File: src/rtl/aes_pkg.sv
// Shared definitions for the AES block loader.
//  - block/byte geometry of an AES-128 block
//  - loader state encoding
//  - default core latency used as the completion timeout
//  - pad_byte(): value used to fill the unused tail of a final partial block
package aes_pkg;

  localparam int BLOCK_W         = 128;
  localparam int BYTE_W          = 8;
  localparam int BYTES_PER_BLOCK = 16;
  localparam int AES_LATENCY_DEF = 11;

  typedef enum logic [1:0] {
    ST_COLLECT = 2'd0,
    ST_LAUNCH  = 2'd1,
    ST_WAIT    = 2'd2,
    ST_OUTPUT  = 2'd3
  } state_e;

  // Pad value for a block holding n data bytes: each filler byte equals 16-n.
  function automatic logic [7:0] pad_byte(input logic [4:0] n);
    return 8'(5'd16 - n);
  endfunction

endpackage

File: src/rtl/aes_block_loader_if.sv
// Byte-stream input and block-stream output of the AES block loader.
//  in_data/in_valid/in_last/in_ready  : byte stream into the loader
//  out_block/out_valid/out_last/out_ready : cipher block stream out of the loader
//  slave  modport : the loader side
//  master modport : the producer/consumer side
interface aes_block_loader_if;
  import aes_pkg::*;

  logic [BYTE_W-1:0]  in_data;
  logic               in_valid;
  logic               in_last;
  logic               in_ready;
  logic [BLOCK_W-1:0] out_block;
  logic               out_valid;
  logic               out_last;
  logic               out_ready;

  modport slave (
    input  in_data, in_valid, in_last, out_ready,
    output in_ready, out_block, out_valid, out_last
  );

  modport master (
    output in_data, in_valid, in_last, out_ready,
    input  in_ready, out_block, out_valid, out_last
  );

endinterface

File: src/rtl/aes_pad_unit.sv
// Combinational padder for the final block of a message.
//  blk_i      : block with data bytes in the top fill_cnt_i byte lanes (byte 0 = MSB)
//  fill_cnt_i : number of valid data bytes, 1..16
//  padded_o   : blk_i with lanes fill_cnt_i..15 replaced by 8'(16-fill_cnt_i);
//               a full block (fill_cnt_i = 16) passes through unchanged
module aes_pad_unit
  import aes_pkg::*;
(
  input  logic [BLOCK_W-1:0] blk_i,
  input  logic [4:0]         fill_cnt_i,
  output logic [BLOCK_W-1:0] padded_o
);

  logic [BYTE_W-1:0] pad_val;

  // Replace every byte lane at or beyond the data count with the pad value.
  always_comb begin
    padded_o = blk_i;
    pad_val  = pad_byte(fill_cnt_i);
    for (int k = 0; k < BYTES_PER_BLOCK; k++) begin
      if (5'(k) >= fill_cnt_i) begin
        padded_o[BLOCK_W-1-BYTE_W*k -: BYTE_W] = pad_val;
      end else begin
        padded_o[BLOCK_W-1-BYTE_W*k -: BYTE_W] = blk_i[BLOCK_W-1-BYTE_W*k -: BYTE_W];
      end
    end
  end

endmodule

File: src/rtl/aes_block_loader.sv
// Feeder for an iterative AES-128 core.
// Packs an incoming byte stream into 128-bit blocks (first byte = MSB), pads the
// final partial block, launches the core once per block, waits for core_ready or
// a fixed latency timeout, and presents each cipher block on a valid/ready output.
// Only one block is in flight; input is stalled from launch until the output
// block has been accepted.
//  clk, reset_n    : clock, asynchronous active-low reset
//  key             : cipher key, sampled only in the launch cycle
//  bus (slave)     : byte input stream and cipher block output stream
//  core_plaintext  : registered block to the core
//  core_key        : registered key to the core
//  core_reset      : active-high restart to the core, held in COLLECT/LAUNCH
//  core_cipher     : core result
//  core_ready      : core completion flag (may never assert)
module aes_block_loader
  import aes_pkg::*;
#(
  parameter int AES_LATENCY = AES_LATENCY_DEF,
  parameter int CNT_W       = 4
) (
  input  logic               clk,
  input  logic               reset_n,
  input  logic [BLOCK_W-1:0] key,
  aes_block_loader_if.slave  bus,
  output logic [BLOCK_W-1:0] core_plaintext,
  output logic [BLOCK_W-1:0] core_key,
  output logic               core_reset,
  input  logic [BLOCK_W-1:0] core_cipher,
  input  logic               core_ready
);

  state_e             state_q, state_d;
  logic [CNT_W-1:0]   byte_cnt_q, byte_cnt_d;
  logic [CNT_W-1:0]   lat_cnt_q, lat_cnt_d;
  logic               last_q, last_d;
  logic [BLOCK_W-1:0] blk_q, blk_d;
  logic               in_ready_q, in_ready_d;
  logic               out_valid_q, out_valid_d;
  logic               out_last_q, out_last_d;
  logic [BLOCK_W-1:0] out_block_q, out_block_d;
  logic [BLOCK_W-1:0] core_plaintext_q, core_plaintext_d;
  logic [BLOCK_W-1:0] core_key_q, core_key_d;
  logic               core_reset_q, core_reset_d;

  logic               accept;
  logic               lat_done;
  logic [4:0]         fill_cnt;
  logic [BLOCK_W-1:0] blk_ins;
  logic [BLOCK_W-1:0] blk_padded;

  // in_ready_q is only ever set while the next state is COLLECT.
  assign accept   = bus.in_valid & in_ready_q & (state_q == ST_COLLECT);
  // Number of data bytes in the block once the current byte is included.
  assign fill_cnt = 5'(byte_cnt_q) + 5'd1;
  assign lat_done = core_ready | (lat_cnt_q == CNT_W'(AES_LATENCY - 1));

  // Block with the incoming byte written into lane byte_cnt_q.
  always_comb begin
    blk_ins = blk_q;
    for (int k = 0; k < BYTES_PER_BLOCK; k++) begin
      if (CNT_W'(k) == byte_cnt_q) begin
        blk_ins[BLOCK_W-1-BYTE_W*k -: BYTE_W] = bus.in_data;
      end else begin
        blk_ins[BLOCK_W-1-BYTE_W*k -: BYTE_W] = blk_q[BLOCK_W-1-BYTE_W*k -: BYTE_W];
      end
    end
  end

  aes_pad_unit u_pad (
    .blk_i      (blk_ins),
    .fill_cnt_i (fill_cnt),
    .padded_o   (blk_padded)
  );

  // Next-state and datapath control for the collect/launch/wait/output sequence.
  always_comb begin
    state_d          = state_q;
    byte_cnt_d       = byte_cnt_q;
    lat_cnt_d        = lat_cnt_q;
    last_d           = last_q;
    blk_d            = blk_q;
    out_valid_d      = out_valid_q;
    out_last_d       = out_last_q;
    out_block_d      = out_block_q;
    core_plaintext_d = core_plaintext_q;
    core_key_d       = core_key_q;

    case (state_q)
      ST_COLLECT: begin
        if (accept) begin
          // Padding is applied as the final byte arrives, so the block
          // register is launch-ready and the counter may simply wrap.
          blk_d      = bus.in_last ? blk_padded : blk_ins;
          byte_cnt_d = byte_cnt_q + CNT_W'(1'b1);
          last_d     = bus.in_last;
          if (bus.in_last || (byte_cnt_q == CNT_W'(BYTES_PER_BLOCK - 1))) begin
            state_d = ST_LAUNCH;
          end else begin
            state_d = ST_COLLECT;
          end
        end else begin
          state_d = ST_COLLECT;
        end
      end
      ST_LAUNCH: begin
        core_plaintext_d = blk_q;
        core_key_d       = key;
        lat_cnt_d        = '0;
        state_d          = ST_WAIT;
      end
      ST_WAIT: begin
        if (lat_done) begin
          out_block_d = core_cipher;
          out_valid_d = 1'b1;
          out_last_d  = last_q;
          state_d     = ST_OUTPUT;
        end else begin
          lat_cnt_d = lat_cnt_q + CNT_W'(1'b1);
        end
      end
      ST_OUTPUT: begin
        if (bus.out_ready) begin
          out_valid_d = 1'b0;
          out_last_d  = 1'b0;
          byte_cnt_d  = '0;
          last_d      = 1'b0;
          state_d     = ST_COLLECT;
        end else begin
          state_d = ST_OUTPUT;
        end
      end
      default: begin
        state_d = ST_COLLECT;
      end
    endcase

    // Registered handshake/control outputs follow the state being entered.
    in_ready_d   = (state_d == ST_COLLECT);
    core_reset_d = (state_d == ST_COLLECT) || (state_d == ST_LAUNCH);
  end

  // State and datapath registers.
  always_ff @(posedge clk or negedge reset_n) begin
    if (!reset_n) begin
      state_q          <= ST_COLLECT;
      byte_cnt_q       <= '0;
      lat_cnt_q        <= '0;
      last_q           <= 1'b0;
      blk_q            <= '0;
      in_ready_q       <= 1'b0;
      out_valid_q      <= 1'b0;
      out_last_q       <= 1'b0;
      out_block_q      <= '0;
      core_plaintext_q <= '0;
      core_key_q       <= '0;
      core_reset_q     <= 1'b1;
    end else begin
      state_q          <= state_d;
      byte_cnt_q       <= byte_cnt_d;
      lat_cnt_q        <= lat_cnt_d;
      last_q           <= last_d;
      blk_q            <= blk_d;
      in_ready_q       <= in_ready_d;
      out_valid_q      <= out_valid_d;
      out_last_q       <= out_last_d;
      out_block_q      <= out_block_d;
      core_plaintext_q <= core_plaintext_d;
      core_key_q       <= core_key_d;
      core_reset_q     <= core_reset_d;
    end
  end

  assign bus.in_ready   = in_ready_q;
  assign bus.out_valid  = out_valid_q;
  assign bus.out_last   = out_last_q;
  assign bus.out_block  = out_block_q;
  assign core_plaintext = core_plaintext_q;
  assign core_key       = core_key_q;
  assign core_reset     = core_reset_q;

endmodule

File: src/flat_wrapper.sv
// flat-port wrapper written by rule: the top's interface ports become plain ports
module aes_block_loader_flat import aes_pkg::*;
#(
  parameter int AES_LATENCY = AES_LATENCY_DEF,
  parameter int CNT_W       = 4
)
  (clk, reset_n, key, core_plaintext, core_key, core_reset, core_cipher, core_ready, bus_in_data, bus_in_valid, bus_in_last, bus_out_ready, bus_in_ready, bus_out_block, bus_out_valid, bus_out_last);
  aes_block_loader_if bus_i ();
  input  logic clk;
  input  logic reset_n;
  input  logic [BLOCK_W-1:0] key;
  output logic [BLOCK_W-1:0] core_plaintext;
  output logic [BLOCK_W-1:0] core_key;
  output logic core_reset;
  input  logic [BLOCK_W-1:0] core_cipher;
  input  logic core_ready;
  input wire logic [$bits(bus_i.in_data)-1:0] bus_in_data;
  input wire logic [$bits(bus_i.in_valid)-1:0] bus_in_valid;
  input wire logic [$bits(bus_i.in_last)-1:0] bus_in_last;
  input wire logic [$bits(bus_i.out_ready)-1:0] bus_out_ready;
  output wire logic [$bits(bus_i.in_ready)-1:0] bus_in_ready;
  output wire logic [$bits(bus_i.out_block)-1:0] bus_out_block;
  output wire logic [$bits(bus_i.out_valid)-1:0] bus_out_valid;
  output wire logic [$bits(bus_i.out_last)-1:0] bus_out_last;
  assign bus_i.in_data = bus_in_data;
  assign bus_i.in_valid = bus_in_valid;
  assign bus_i.in_last = bus_in_last;
  assign bus_i.out_ready = bus_out_ready;
  assign bus_in_ready = bus_i.in_ready;
  assign bus_out_block = bus_i.out_block;
  assign bus_out_valid = bus_i.out_valid;
  assign bus_out_last = bus_i.out_last;
  aes_block_loader #(.AES_LATENCY(AES_LATENCY), .CNT_W(CNT_W)) u_core (.clk(clk), .reset_n(reset_n), .key(key), .bus(bus_i), .core_plaintext(core_plaintext), .core_key(core_key), .core_reset(core_reset), .core_cipher(core_cipher), .core_ready(core_ready));
endmodule
File: config.mk
export PLATFORM = sky130hd
export DESIGN_NAME = aes_block_loader_flat
export DESIGN_NICKNAME = d
export VERILOG_FILES = /design/src/rtl/aes_pkg.sv /design/src/rtl/aes_block_loader_if.sv /design/src/rtl/aes_pad_unit.sv /design/src/rtl/aes_block_loader.sv /design/src/flat_wrapper.sv
export SDC_FILE = /design/constraint.sdc
export NUM_CORES = 1
export LEC_CHECK = 0
export BUFFER_PORTS_ARGS = -buffer_cell sky130_fd_sc_hd__buf_4
export CAP_MARGIN = 20
export CORE_AREA = 2 2 258 260
export CTS_CLUSTER_SIZE = 25
export DETAILED_ROUTE_END_ITERATION = 7
export DIE_AREA = 0 0 260 262
export SLEW_MARGIN = 20
export SYNTH_ARGS = -nofsm -noshare
export SYNTH_HDL_FRONTEND = slang
export SYNTH_HIERARCHICAL = 1
export SYNTH_SLANG_ARGS = --single-unit
File: constraint.sdc
create_clock -name clk -period 6 [get_ports clk]
set_input_delay 1.2 -clock clk [delete_from_list [all_inputs] [get_ports clk]]
set_output_delay 1.2 -clock clk [all_outputs]
set_load 0.02 [all_outputs]
==> impl_summary.md <==
Critical path
The worst setup slack for register-to-register paths is roughly 2.3 ns. The signal on the critical path passes through inv_1, ha_1, inv_1, ha_1, nor3b_1, ha_1, mux2i_1, nand2b_1, o31ai_1, a2bb2oi_1. Data arrives at the worst endpoint at roughly 4.2 ns. The critical path launch point type is a register.

The worst register-to-register path has a depth of 10. The critical path is of the register to register type. The most critical setup path has its endpoint at u_core/blk_q[116].

The path length in cells of the critical path is 10. In this run the worst setup path begins at u_core/byte_cnt_q[0]. The most common cell type on the critical path is ha_1.

In this design, the stage delay of the slowest critical-path cell is about 0.9 ns. The startpoint identified for the worst register-to-register timing path is u_core/byte_cnt_q[0]. The worst flop-to-flop path endpoint is u_core/blk_q[116]. The highest fanout seen on the critical path is 20. The kind of end point of the critical path is a register. On the critical path, the stage with the largest delay is an instance of ha_1.

STA puts the critical path data required time at between 6 and 7 ns. The count of buffering cells on the critical path with inverters included is 2. The top cell family by delay on the critical path is adder cells.

Drt
The first routing iteration left around 2,500 violations. In the routed design, unresolved DRC markers number 0. After detailed routing, the average wire length per cell comes to around 25 um.

Summed over all layers, the routed wires come to around 100 mm. The via density per instance is between 5 and 6. The final antenna-violating net count is 0. For this run, the detailed router's first-pass iteration total came to 6.

The routed layout has about 22,000 vias.

Clock tree
Clock tree synthesis inserted a total of 59 buffers. The later-pin clock latency in the skew report is 0.64 ns. The library cell used as clock root buffer is clkbuf_16. CTS saw around 530 sinks.

Hold repair after CTS inserted 0 buffers. TritonCTS built the clock tree. The H-tree generated during clock tree synthesis spans 2 levels.

The maximum clock insertion buffer count is 3. Post-CTS timing repair inserted 0 buffers for setup. The clock-pin slew on the worst setup and hold paths is roughly 0.06 ns. The number of gates resized after CTS was 0.

Synth
In the synthesized netlist the dominant register cell turns out to be dfrtp_1. The register area share after synthesis is 50.7%. The number of enable-type register cells in the synthesized netlist is 0. Counting every net in the synthesized netlist gives approximately 2,900. For this run, the number of Yosys warnings is 6. The number of distinct library cells after synthesis is 65. The fraction of registers with async set or reset after synthesis is 100%. Summing every instance area after synthesis gives ~26,000 sq um. After synthesis the netlist holds a flip-flop and latch count of about 530.

Averaged over all synthesized cells, the footprint is about 9.8 sq um. The instance count of the mapped netlist is 2,664.

Die
approximately 660 I/O pins were placed. The die is roughly 260 um wide. The height of the die is roughly 260 um. After floorplanning, the core was divided into 94 placement rows.

The area of the placeable core is about 65,000 sq um. The die covers around 70,000 sq um. Once the floorplan was initialized, standard cells occupied 39.9% of the core.

Cells and area
The final layout net count is about 3,500. The library cell used most frequently in the layout, excluding fill and tap cells, is nand2_1. In the layout the commonest cells are 884 x nand2_1, 668 x buf_4, 526 x dfrtp_1, 146 x mux2_2, 122 x nor2_1. Compared with the post-synthesis result, the final layout area differs by 28.1%. The share of final-layout standard cells stronger than drive strength 1 is approximately 33%.

STA
The smallest setup slack after layout is 2.29 ns. The share of the clock period used by the worst path after layout is approximately 62%. The count of final setup violators is 0. The smallest clock period supported by the final layout is computed as 3.71 ns. The transition at the pin with the smallest max-transition slack is about 1.1 ns. The highest clock frequency the design can meet is 270 MHz.

The relative max-transition margin is between 20 and 30%. The worst clock skew is just over 0.03 ns. Summed over all failing endpoints, the final setup total negative slack is 0 ns. Setup repair after global routing left no endpoint under its margin. The max-slew violation total from the final report is 0. The number of hold violations in the final report is 0.

GRT
The total global routing track utilization is between 20% and 30%. The via count of the first global-routing pass is roughly 22,000. Entering global routing, the biggest net connects between 150 and 200 pins. The first global-routing pass estimated roughly 140 mm of wire. The number of antenna violations at the first check in global routing is 15.

Global routing finished with a remaining overflow of 0.

Run status
The run finished with clean final reports.

Power and ir drop
Across the VDD grid, the largest voltage drop is 0.319 mV. Summed over all cells, the static leakage comes to around 17 nW. The cell area power density is between 400 and 500 nW/um^2. After layout, the design draws a total of approximately 17 mW.

Placed design
The pre-CTS setup slack is approximately 2.2 ns. The HPWL after detailed placement is 70.3 mm. The congestion estimate from routability-driven global placement came to around 0.9. Port buffering added approximately 660 buffers.

Flow run
Max-cap violations in this run came to 0.

Min path
The tightest min-delay check is of the register to register type.
-- report_power, final --
part,leakage (nW),switching (mW),internal (mW),total [mW]
clock,1.03,1.56,2.35,3.91
sequential,6.78,0.828,4.78,5.60
combinational,8.86,4.07,3.02,7.09
total,16.7,6.46,10.1,16.6
-- stage by stage --
stage | util [%] | hold slack (ns) | instance area, sq um | cells
2_1_floorplan | - | 0.450 | 26000 | 2664
3_3_place_gp | 47.8 | 0.459 | 31200 | 3983
3_5_place_dp | 47.8 | 0.464 | 31200 | 3983
4_1_cts | 51.0 | 0.479 | 33300 | 4093
5_1_grt | 51.0 | 0.494 | 33300 | 4098
6_report | 51.0 | 0.472 | 33300 | 4099
-- per-layer routing --
metal  GRT usage, %  wire length [um]  up-vias
li1               -                 -    10081
met1           37.6             40800    11004
met2           43.9             46800     1084
met3           6.82              8660      224
met4           11.9              4140        2
met5              0                13        -
-- cell type report --
cell class              count  area (sq um)
clock buffers              82          1720
repair buffers            677          5190
well taps                 864          1080
diodes                      6          15.0
clock inverters            28           373
fillers                  6018         32000
multi-input cells        1837         11400
flip-flops and latches    527         13200
inverters                  78           295
-- registers in the layout, summed over array words and instances (netlist names) --
| signal | cells |
|---|---|
| u_core/bus.in_ready | 1 |
| u_core/core_reset | 1 |
| u_core/bus.out_block | 128 |
| u_core/lat_cnt_q | 4 |
| u_core/bus.out_last | 1 |
| u_core/state_q | 2 |
| u_core/blk_q | 128 |
| u_core/bus.out_valid | 1 |
| u_core/core_key | 128 |
| u_core/last_q | 1 |
| u_core/core_plaintext | 128 |
| u_core/byte_cnt_q | 4 |
-- worst min-delay path by stage --
| stage | from | cells past startpoint | end |
|---|---|---|---|
| 5_1_grt | u_core/core_plaintext[66] | 2 | u_core/core_plaintext[66] |
| 4_1_cts | u_core/core_key[13] | 2 | u_core/core_key[13] |
| 3_3_place_gp | u_core/core_key[54] | 2 | u_core/core_key[54] |
| 3_5_place_dp | u_core/core_key[13] | 2 | u_core/core_key[13] |
| 6_report | u_core/core_plaintext[48] | 2 | u_core/core_plaintext[48] |
| 2_1_floorplan | u_core/last_q | 1 | u_core/last_q |
-- worst min-delay path, delay by kind of cell (launching register included) --
family / cells / cell delay (ns)
DFF: 1 / 0.34
and+or+nand+nor: 2 / 0.10
-- cell usage after synthesis, types with 9 or more instances --
library cell    n  share of area [%]
ha_1            9               0.43
and3b_1        10               0.34
o31ai_1        13               0.38
o21ai_0        34               0.65
mux2_2        146                6.3
nor3_1         66                1.3
nor2_1        122                1.8
inv_1          78                1.1
a221oi_1       51                1.7
mux2_4        112                6.5
a2bb2oi_1      12               0.40
buf_2          73                1.4
buf_4          20               0.58
o32ai_1       115                3.9
and2_1         28               0.67
dfrtp_1       526                 51
nor2b_1        17               0.41
buf_6          18               0.78
nand2b_1       44                1.1
buf_1           9               0.13
nand2_1       885                 13
a211oi_1       65                1.9
nand3_1        12               0.23
clkbuf_1      100                1.4
mux2i_1        13               0.50
-- cells by family after synthesis --
kind of cell,Yosys count,share of synthesized area [%]
flip-flops,527,50.7
adder cells (fa/ha/maj),9,0.433
XOR/XNOR,4,0.135
AO/OA/AOI/OAI,330,10.2
AND/OR/NAND/NOR,1223,19.8
multiplexers,271,13.3
buffers and inverters,300,5.50
(Power assumes the default switching activity.)
